### src/rtl/frame_playback_if.sv
// Control, camera-stream and frame-buffer read signals of frame_playback.
// master is the playback engine; slave is whatever drives it and models the buffer.
interface frame_playback_if #(
    parameter int unsigned W_PW        = 10,
    parameter int unsigned W_PH        = 9,
    parameter int unsigned W_AFRAMEBUF = 16,
    parameter int unsigned W1          = 7
);
    logic [W_PW:0]        pic_width;
    logic [W_PH:0]        pic_height;
    logic                 play_go;
    logic                 play_ready;
    logic                 busy;
    logic                 cam_vsync_o;
    logic                 cam_href_o;
    logic [W1:0]          cam_data_o;
    logic [W_AFRAMEBUF:0] ab_frame_buf;
    logic                 cenb_frame_buf;
    logic [W1:0]          qb_frame_buf;

    modport master (
        input  pic_width, pic_height, play_go, qb_frame_buf,
        output play_ready, busy, cam_vsync_o, cam_href_o, cam_data_o,
               ab_frame_buf, cenb_frame_buf
    );

    modport slave (
        output pic_width, pic_height, play_go, qb_frame_buf,
        input  play_ready, busy, cam_vsync_o, cam_href_o, cam_data_o,
               ab_frame_buf, cenb_frame_buf
    );
endinterface

### src/rtl/frame_playback.sv
// Replays a stored luma frame from the frame buffer as a vsync/href/Y camera stream.
// Sync and href share one 3-cycle state-to-pin pipeline so their relative timing is exact.
module frame_playback #(
    parameter int unsigned W_PW           = 10,
    parameter int unsigned W_PH           = 9,
    parameter int unsigned W_AFRAMEBUF    = 16,
    parameter int unsigned W1             = 7,
    parameter int unsigned FRAME_BUF_LINE = 640,
    parameter int unsigned H_BLANK        = 16,
    parameter int unsigned V_SYNC         = 2,
    parameter int unsigned V_BACK         = 2,
    parameter int unsigned V_FRONT        = 2
) (
    input  logic              clk,
    input  logic              rst,
    frame_playback_if.master  bus
);
    localparam int unsigned PW = W_PW + 1;
    localparam int unsigned PH = W_PH + 1;
    localparam int unsigned AW = W_AFRAMEBUF + 1;
    localparam int unsigned DW = W1 + 1;
    localparam int unsigned HW = PW + 1;
    localparam int unsigned LW = PH + 1;

    typedef enum logic [2:0] {IDLE, VSYNC, VBACK, ACTIVE, VFRONT} state_t;

    state_t          state, state_n;
    state_t          after_sync_c, after_back_c, after_active_c;
    logic [HW-1:0]   h_cnt;
    logic [LW-1:0]   line_cnt;
    logic [PW-1:0]   pw_lat;
    logic [PH-1:0]   ph_lat;
    logic            go_pend;

    logic [HW-1:0]   line_len_c;
    logic [LW-1:0]   dur_c;
    logic            eol_c, last_line_c, start_c, done_c, rd_c;
    logic [AW-1:0]   addr_c;

    logic            vs_d1, vs_d2, rd_d1;
    logic            play_ready_r, busy_r, vsync_r, href_r, cenb_r;
    logic [DW-1:0]   data_r;
    logic [AW-1:0]   ab_r;

    // Next-state: each phase lasts a whole number of lines; empty phases are skipped.
    always_comb begin
        state_n        = state;
        start_c        = 1'b0;
        dur_c          = '0;
        line_len_c     = HW'(pw_lat) + HW'(H_BLANK);
        eol_c          = (h_cnt == line_len_c - HW'(1));
        after_active_c = (V_FRONT != 0) ? VFRONT : IDLE;
        after_back_c   = (ph_lat != '0) ? ACTIVE : after_active_c;
        after_sync_c   = (V_BACK != 0) ? VBACK : after_back_c;

        case (state)
            VSYNC:   dur_c = LW'(V_SYNC);
            VBACK:   dur_c = LW'(V_BACK);
            ACTIVE:  dur_c = LW'(ph_lat);
            VFRONT:  dur_c = LW'(V_FRONT);
            default: dur_c = '0;
        endcase
        last_line_c = eol_c && (line_cnt == dur_c - LW'(1));

        case (state)
            IDLE: begin
                if (go_pend) begin
                    state_n = VSYNC;
                    start_c = 1'b1;
                end
            end
            VSYNC:   if (last_line_c) state_n = after_sync_c;
            VBACK:   if (last_line_c) state_n = after_back_c;
            ACTIVE:  if (last_line_c) state_n = after_active_c;
            VFRONT:  if (last_line_c) state_n = IDLE;
            default: state_n = IDLE;
        endcase

        done_c = (state != IDLE) && (state_n == IDLE);
        rd_c   = (state == ACTIVE) && (h_cnt < HW'(pw_lat));
        addr_c = AW'(line_cnt) * AW'(FRAME_BUF_LINE) + AW'(h_cnt);
    end

    always_ff @(posedge clk or posedge rst) begin
        if (rst) begin
            state    <= IDLE;
            go_pend  <= 1'b0;
            pw_lat   <= '0;
            ph_lat   <= '0;
            h_cnt    <= '0;
            line_cnt <= '0;
        end else begin
            state   <= state_n;
            go_pend <= (go_pend | bus.play_go) & ~start_c;
            if (start_c) begin
                pw_lat   <= bus.pic_width;
                ph_lat   <= bus.pic_height;
                h_cnt    <= '0;
                line_cnt <= '0;
            end else if (state != IDLE) begin
                if (eol_c) begin
                    h_cnt    <= '0;
                    line_cnt <= (state_n != state) ? '0 : line_cnt + LW'(1);
                end else begin
                    h_cnt <= h_cnt + HW'(1);
                end
            end
        end
    end

    // Read issue -> buffer latency -> pin register; vsync rides an equal-length delay line.
    always_ff @(posedge clk or posedge rst) begin
        if (rst) begin
            play_ready_r <= 1'b0;
            busy_r       <= 1'b0;
            vs_d1        <= 1'b0;
            vs_d2        <= 1'b0;
            vsync_r      <= 1'b0;
            rd_d1        <= 1'b0;
            href_r       <= 1'b0;
            data_r       <= '0;
            ab_r         <= '0;
            cenb_r       <= 1'b1;
        end else begin
            play_ready_r <= done_c;
            busy_r       <= (state_n != IDLE) | done_c;
            vs_d1        <= (state == VSYNC);
            vs_d2        <= vs_d1;
            vsync_r      <= vs_d2;
            cenb_r       <= ~rd_c;
            if (rd_c) ab_r <= addr_c;
            rd_d1        <= ~cenb_r;
            href_r       <= rd_d1;
            if (rd_d1) data_r <= bus.qb_frame_buf;
        end
    end

    assign bus.play_ready     = play_ready_r;
    assign bus.busy           = busy_r;
    assign bus.cam_vsync_o    = vsync_r;
    assign bus.cam_href_o     = href_r;
    assign bus.cam_data_o     = data_r;
    assign bus.ab_frame_buf   = ab_r;
    assign bus.cenb_frame_buf = cenb_r;
endmodule

### src/flat_wrapper.sv
// flat-port wrapper written by rule: the top's interface ports become plain ports
module frame_playback_flat 
#(
    parameter int unsigned W_PW           = 10,
    parameter int unsigned W_PH           = 9,
    parameter int unsigned W_AFRAMEBUF    = 16,
    parameter int unsigned W1             = 7,
    parameter int unsigned FRAME_BUF_LINE = 640,
    parameter int unsigned H_BLANK        = 16,
    parameter int unsigned V_SYNC         = 2,
    parameter int unsigned V_BACK         = 2,
    parameter int unsigned V_FRONT        = 2
)
  (clk, rst, bus_pic_width, bus_pic_height, bus_play_go, bus_qb_frame_buf, bus_play_ready, bus_busy, bus_cam_vsync_o, bus_cam_href_o, bus_cam_data_o, bus_ab_frame_buf, bus_cenb_frame_buf);
  frame_playback_if #(.W_PW(W_PW), .W_PH(W_PH), .W_AFRAMEBUF(W_AFRAMEBUF), .W1(W1)) bus_i ();
  input  logic clk;
  input  logic rst;
  input wire logic [$bits(bus_i.pic_width)-1:0] bus_pic_width;
  input wire logic [$bits(bus_i.pic_height)-1:0] bus_pic_height;
  input wire logic [$bits(bus_i.play_go)-1:0] bus_play_go;
  input wire logic [$bits(bus_i.qb_frame_buf)-1:0] bus_qb_frame_buf;
  output wire logic [$bits(bus_i.play_ready)-1:0] bus_play_ready;
  output wire logic [$bits(bus_i.busy)-1:0] bus_busy;
  output wire logic [$bits(bus_i.cam_vsync_o)-1:0] bus_cam_vsync_o;
  output wire logic [$bits(bus_i.cam_href_o)-1:0] bus_cam_href_o;
  output wire logic [$bits(bus_i.cam_data_o)-1:0] bus_cam_data_o;
  output wire logic [$bits(bus_i.ab_frame_buf)-1:0] bus_ab_frame_buf;
  output wire logic [$bits(bus_i.cenb_frame_buf)-1:0] bus_cenb_frame_buf;
  assign bus_i.pic_width = bus_pic_width;
  assign bus_i.pic_height = bus_pic_height;
  assign bus_i.play_go = bus_play_go;
  assign bus_i.qb_frame_buf = bus_qb_frame_buf;
  assign bus_play_ready = bus_i.play_ready;
  assign bus_busy = bus_i.busy;
  assign bus_cam_vsync_o = bus_i.cam_vsync_o;
  assign bus_cam_href_o = bus_i.cam_href_o;
  assign bus_cam_data_o = bus_i.cam_data_o;
  assign bus_ab_frame_buf = bus_i.ab_frame_buf;
  assign bus_cenb_frame_buf = bus_i.cenb_frame_buf;
  frame_playback #(.W_PW(W_PW), .W_PH(W_PH), .W_AFRAMEBUF(W_AFRAMEBUF), .W1(W1), .FRAME_BUF_LINE(FRAME_BUF_LINE), .H_BLANK(H_BLANK), .V_SYNC(V_SYNC), .V_BACK(V_BACK), .V_FRONT(V_FRONT)) u_core (.clk(clk), .rst(rst), .bus(bus_i));
endmodule
### config.mk
export PLATFORM = sky130hd
export DESIGN_NAME = frame_playback_flat
export DESIGN_NICKNAME = d
export VERILOG_FILES = /design/src/rtl/frame_playback_if.sv /design/src/rtl/frame_playback.sv /design/src/flat_wrapper.sv
export SDC_FILE = /design/constraint.sdc
export NUM_CORES = 1
export LEC_CHECK = 0
export BUFFER_PORTS_ARGS = -buffer_cell sky130_fd_sc_hd__buf_2
export CAP_MARGIN = 25
export CORE_MARGIN = 2
export CORE_UTILIZATION = 58
export DETAILED_ROUTE_END_ITERATION = 10
export GPL_TIMING_DRIVEN = 0
export PLACE_DENSITY = 0.79
export SLEW_MARGIN = 15
export SYNTH_ARGS = -nofsm -noshare
export SYNTH_HDL_FRONTEND = slang
export SYNTH_SLANG_ARGS = --single-unit
### constraint.sdc
create_clock -name clk -period 4.4 [get_ports clk]
set_clock_uncertainty 0.2 [all_clocks]
set_input_delay 0.88 -clock clk [delete_from_list [all_inputs] [get_ports clk]]
set_output_delay 0.88 -clock clk [all_outputs]
set_load 0.005 [all_outputs]
* Yosys cells after proc, flatten, opt, wreduce, memory -nomap -nowiden
Index checks and enable logic that the tools add are counted.
Word-level totals: register bits after elaboration 81, bits of input ports 32, logic and storage cells 66, output and inout port bits 30
Cells by class: $mul 1, add/subtract/negate cells 6, reductions and logical operators 12, multiplexer cells 17, bitwise gates (word level) 6, equal/unequal tests 7, $lt $le $gt $ge 1
Operator list (number):
- $mux 11 | 4
- $mux 12 | 3
- $pmux 10 s2 | 1
- $mux 3 | 6
- $add 17x12->17 | 1
- $pmux 3 s5 | 1
- $add 11x5->12 const B | 1
- $add 12x1->12 const B | 1
- $eq 12x12->1 | 1
- $lt 12x11->1 | 1
- $sub 12x1->12 const B | 1
- $add 11x1->11 const B | 1
- $eq 11x11->1 | 1
- $mul 11x3->10 const B | 1
- $sub 10x1->11 const B | 1
- $reduce_bool 10->1 | 1
- $eq 3x2->1 const B | 2
- $logic_not 3->1 | 2
- $reduce_bool 3->1 | 2
- $reduce_bool 2->1 | 2
- $eq 3x1->1 const B | 1
- $eq 3x3->1 const B | 1
- $logic_and 1x1->1 | 3
- $ne 3x3->1 | 1
- 6 further kinds | 10

* Logic depth before layout (Yosys ltp)
word-level depth 13, depth in mapped cells 17, gate-level depth less buffers 12

* Least setup slack after synthesis
OpenSTA, ideal clock, no wires.
kind flip-flop to flip-flop, from reg u_core.state[2], to reg u_core.line_cnt[5], library setup time 124 ps, path buffers 5, clock period less this slack 3313 ps, cell stages (with the launch flop) 17, slack 1087 ps, arrival time 2989 ps, required time 4076 ps, cell sequence dfrtp_1 -> and3b_1 -> clkbuf_1 -> buf_2 -> nand2_1 -> ha_1 -> clkbuf_1 -> xnor2_1 -> xnor2_1 -> nor4b_1 -> o211ai_1 -> nor4_1 -> and4_1 -> buf_6 -> buf_12 -> nor3_1 -> a211o_1
On the way: cells in the longest elaborated chain, start to end 13, elaborated cells on any way between the ends 26, classes of those cells add/sub: 1; eq/ne: 6; mux: 12; reduce/logical: 7
RTL lines:
- start, declared | RTL line frame_playback.sv:27 | state_t state, state_n;
- start signal, assigned | RTL line frame_playback.sv:93 | state <= state_n;
- $eq 3x2->1, or another cell as far along | RTL line frame_playback.sv:56, frame_playback.sv:65
- $reduce_or 3->1 (no source line)
- $pmux 10 s2 | RTL line frame_playback.sv:56 | case (state)
- $sub 10x1->11 | RTL line frame_playback.sv:63 | last_line_c = eol_c && (line_cnt == dur_c - LW'(1));
- $eq 11x11->1 | RTL line frame_playback.sv:63
- $logic_and 1x1->1 | RTL line frame_playback.sv:63
- $mux 3 (on tied branches)
- $pmux 3 s5 | RTL line frame_playback.sv:65 | case (state)
- $ne 3x3->1 | RTL line frame_playback.sv:103 | line_cnt <= (state_n != state) ? '0 : line_cnt + LW'(1);
- $mux 11 | RTL line frame_playback.sv:103
- $mux 11 | RTL line frame_playback.sv:101 | if (eol_c) begin
- $mux 11 | RTL line frame_playback.sv:100 | end else if (state != IDLE) begin
- $mux 11 | RTL line frame_playback.sv:95 | if (start_c) begin
- end signal, assigned | RTL line frame_playback.sv:103
- end, declared | RTL line frame_playback.sv:30 | logic [LW-1:0] line_cnt;
Several ways; a longest one is shown, not always the timed one. The select of a mux whose other input is x is not followed. A chain may end at the register's enable or synchronous reset.

* Worst setup path in the final report
from reg u_core.state[2], to reg u_core.line_cnt[6]
Same word-level chain as after synthesis.

==> results.md <==
* Postcts setup bufs at 0
* Synthesis Warnings at 0
* Post-synth top area share at 0.3834
* Top-level I/O count at 62
* Sw frac at 0.3482
* Slew headroom at 0.4612
* Synth cell count leaders: 80 x dfrtp_1, 45 x nand2_1, 35 x inv_1
* Synth-to-layout area growth at 12.65%
* Number of flops mapped to enable cells by yosys at 0
* Dpl ws at 0.4398 ns
* Placed Instances at 708
* Comb power frac at 0.255
* H-Tree Depth at 3
* Initial Util at 0.5987
* Clock Latency Late Sink at 0.37 ns
* RSZ-0062 raised after global routing: false
* Final setup fails at 0
* Final nets at 678
* Area leader, netlist: dfrtp_1
* Die ar. at 9777 um^2
* First-pass GRT wire length at 19,300 um
* Syn nets at 605
* Final worst-path cycle share at 0.9224
* Max-Cap Viols at 0
* Root Buffer: clkbuf_8
* CP Launch Type: register
* All-Layer GR Usage at 0.2420
* # DRC at 0
* IO Port Bufs at 61
* Starting DRT DRC Count at 177
* Syn avg cell area at 9.705 um^2
* CTS tree: built
* Total CTS buffers at 9
* Ys async rst share at 1.000
* Seq pwr share at 0.468
* Clk network pwr share at 0.277
* TNS Setup at 0 ns
* PD cells at 335.6 nW/um^2
* Routed length per instance at 15.70 um
* Least-Margin Pin Slew at 0.8029 ns
* Number of antenna violations at the first check in global routing at 0
* P_sw at 0.6873 mW
* Post-Route WL at 11,370 um
* Synth area leaders: dfrtp_1 38%, ha_1 7.9%, mux2_2 7.3%, xnor2_1 5.5%, nand2_1 3.2%
* Seq/Total Area, Yosys at 0.3884
* Fillers at 691
* Vias in the first global route at 4,220
* Via count at 4,271
* GRT overflow at 0
* Worst-path clk slew at 0.10 ns
* Main synth FF type: dfrtp_1
* Worst Path Arrival at 4.12 ns
* Finished Layout Cells at 724
* Synth Cell Area at 5221 um^2
* Leak pwr at 2.827 nW
* Worst hold path class: register to register
* Placer Congestion at 0.8747
* Kind of critical path: register to register
* Setup ws final at 0.3414 ns
* Vias/cell at 5.899
* Core box area at 8721 um^2
* Cell with the most instances after synthesis: dfrtp_1
* Synth cell types at 66
* Min Tclk post-route at 4.059 ns
* Worst vdd ir at 0.1807 mV
* Fin. Hold Viols at 0
* Crit path max fanout at 10
* Die X at 98.88 um
* Post-Synthesis Cells at 538
* N_diodes at 0
* Pint at 1.287 mW
* Required @ worst endpoint at 4.46 ns
* Antenna-violating nets left at 0
* 1st-pass router iterations at 5
* Detailed placement HPWL at 8495 um
* Fraction of layout cells with a size suffix above 1 at 0.2289
* Die height at 98.88 um
* Largest net degree at the start of global routing at 56
* Outcome: finished, final reports clean
* Cts hold-fix bufs at 0
* Max clock buf depth at 2
* CTS sink count at 81
* Rows at 34
* Pins over their slew limit at 0
* Fmax at 246.4 MHz
* Register-to-register setup slack at 0.34 ns
* Crit. End Element: register
* Post-CTS Resized at 0
* Seq cells post-synth at 81
[cell usage in the layout, fill, tap and decap left out, types with 12 or more instances in the layout]
master	n
ha_1	33
inv_1	34
nand3_1	20
buf_2	65
nor2_1	29
clkbuf_1	19
nor3_1	12
dfrtp_1	80
xnor2_1	33
a21oi_1	23
o21ai_0	31
nand2_1	45
mux2_2	34
[path summary, 6_finish.rpt]
check                           startpoint                        end  cells after the start
min                           u_core.vs_d2     u_core.bus.cam_vsync_o                      0
min in group asynchronous              rst           u_core.pw_lat[1]                      2
min reg2reg                   u_core.vs_d2     u_core.bus.cam_vsync_o                      0
max reg2reg                u_core.state[2]         u_core.line_cnt[6]                     15
max                        u_core.state[2]         u_core.line_cnt[6]                     15
max in group asynchronous              rst  u_core.bus.cenb_frame_buf                      3
[flip-flops by register name, indices dropped and copies added, names as in the netlist]
signal	count
u_core.bus.cam_href_o	1
u_core.line_cnt	11
u_core.vs_d1	1
u_core.rd_d1	1
u_core.vs_d2	1
u_core.bus.ab_frame_buf	17
u_core.bus.cenb_frame_buf	1
u_core.h_cnt	12
u_core.bus.cam_data_o	8
u_core.ph_lat	10
u_core.pw_lat	11
u_core.bus.busy	1
u_core.state	3
u_core.go_pend	1
u_core.bus.play_ready	1
u_core.bus.cam_vsync_o	1
[metrics by stage]
| stage | total power [mW] | utilization | instance area [um^2] | hold WS [ns] |
|---|---|---|---|---|
| 2_1_floorplan | 1.302 | - | 5221 | 0.1312 |
| 3_3_place_gp | 1.410 | 0.6492 | 5662 | 0.1328 |
| 3_5_place_dp | 1.440 | 0.6527 | 5692 | 0.1457 |
| 4_1_cts | 1.987 | 0.6745 | 5882 | 0.1616 |
| 5_1_grt | 2.097 | 0.6745 | 5882 | 0.1786 |
| 6_report | 1.974 | 0.6745 | 5882 | 0.1531 |
[worst max-delay path, stage by stage, from the launching register on]
cell      delay, ns
dfrtp_1        0.47
nor3_2         0.59
nor2_1         0.24
o21ai_0        0.14
ha_1           0.17
clkbuf_1       0.28
xnor2_1        0.24
xnor2_1        0.10
nor4b_1        0.33
o211ai_1       0.12
nor4_1         0.22
and4_1         0.25
buf_6          0.14
buf_12         0.14
nor3_1         0.06
a211o_1        0.27
[final cells by class]
cell class	count	area, um^2	area share
multi-input combinational	392	2889	0.4912
sequential	81	2028	0.3448
timing repair buffer	62	332.8	0.05658
buffer	30	172.7	0.02936
tap	108	135.1	0.02297
inverter	35	133.9	0.02276
clock buffer	9	123.9	0.02106
clock inverter	7	66.31	0.01127
[logic make-up after synthesis]
family | after synthesis | synth area share
simple gates | 161 | 0.1630
compound gates | 109 | 0.1392
flops | 81 | 0.3885
buf+inv | 65 | 0.05823
xor+xnor | 44 | 0.07381
mux | 43 | 0.09058
fa+ha+maj | 35 | 0.08675
[power by group through the flow]
| stage | Sequential, mW | Clock [mW] | Combinational, mW |
|---|---|---|---|
| floorplan | 0.910 | 0 | 0.393 |
| global placement | 0.934 | 0 | 0.476 |
| detailed placement | 0.939 | 0 | 0.501 |
| CTS | 0.924 | 0.559 | 0.504 |
| global route | 0.939 | 0.589 | 0.569 |
| finish | 0.925 | 0.546 | 0.503 |
[per-layer routing]
layer	global-route usage	wire length [um]
met1	0.2988	4763
met2	0.4293	5877
met4	0.07271	168
met3	0.04610	558
met5	0	0
Note: power is estimated with default switching activity, not from simulation.
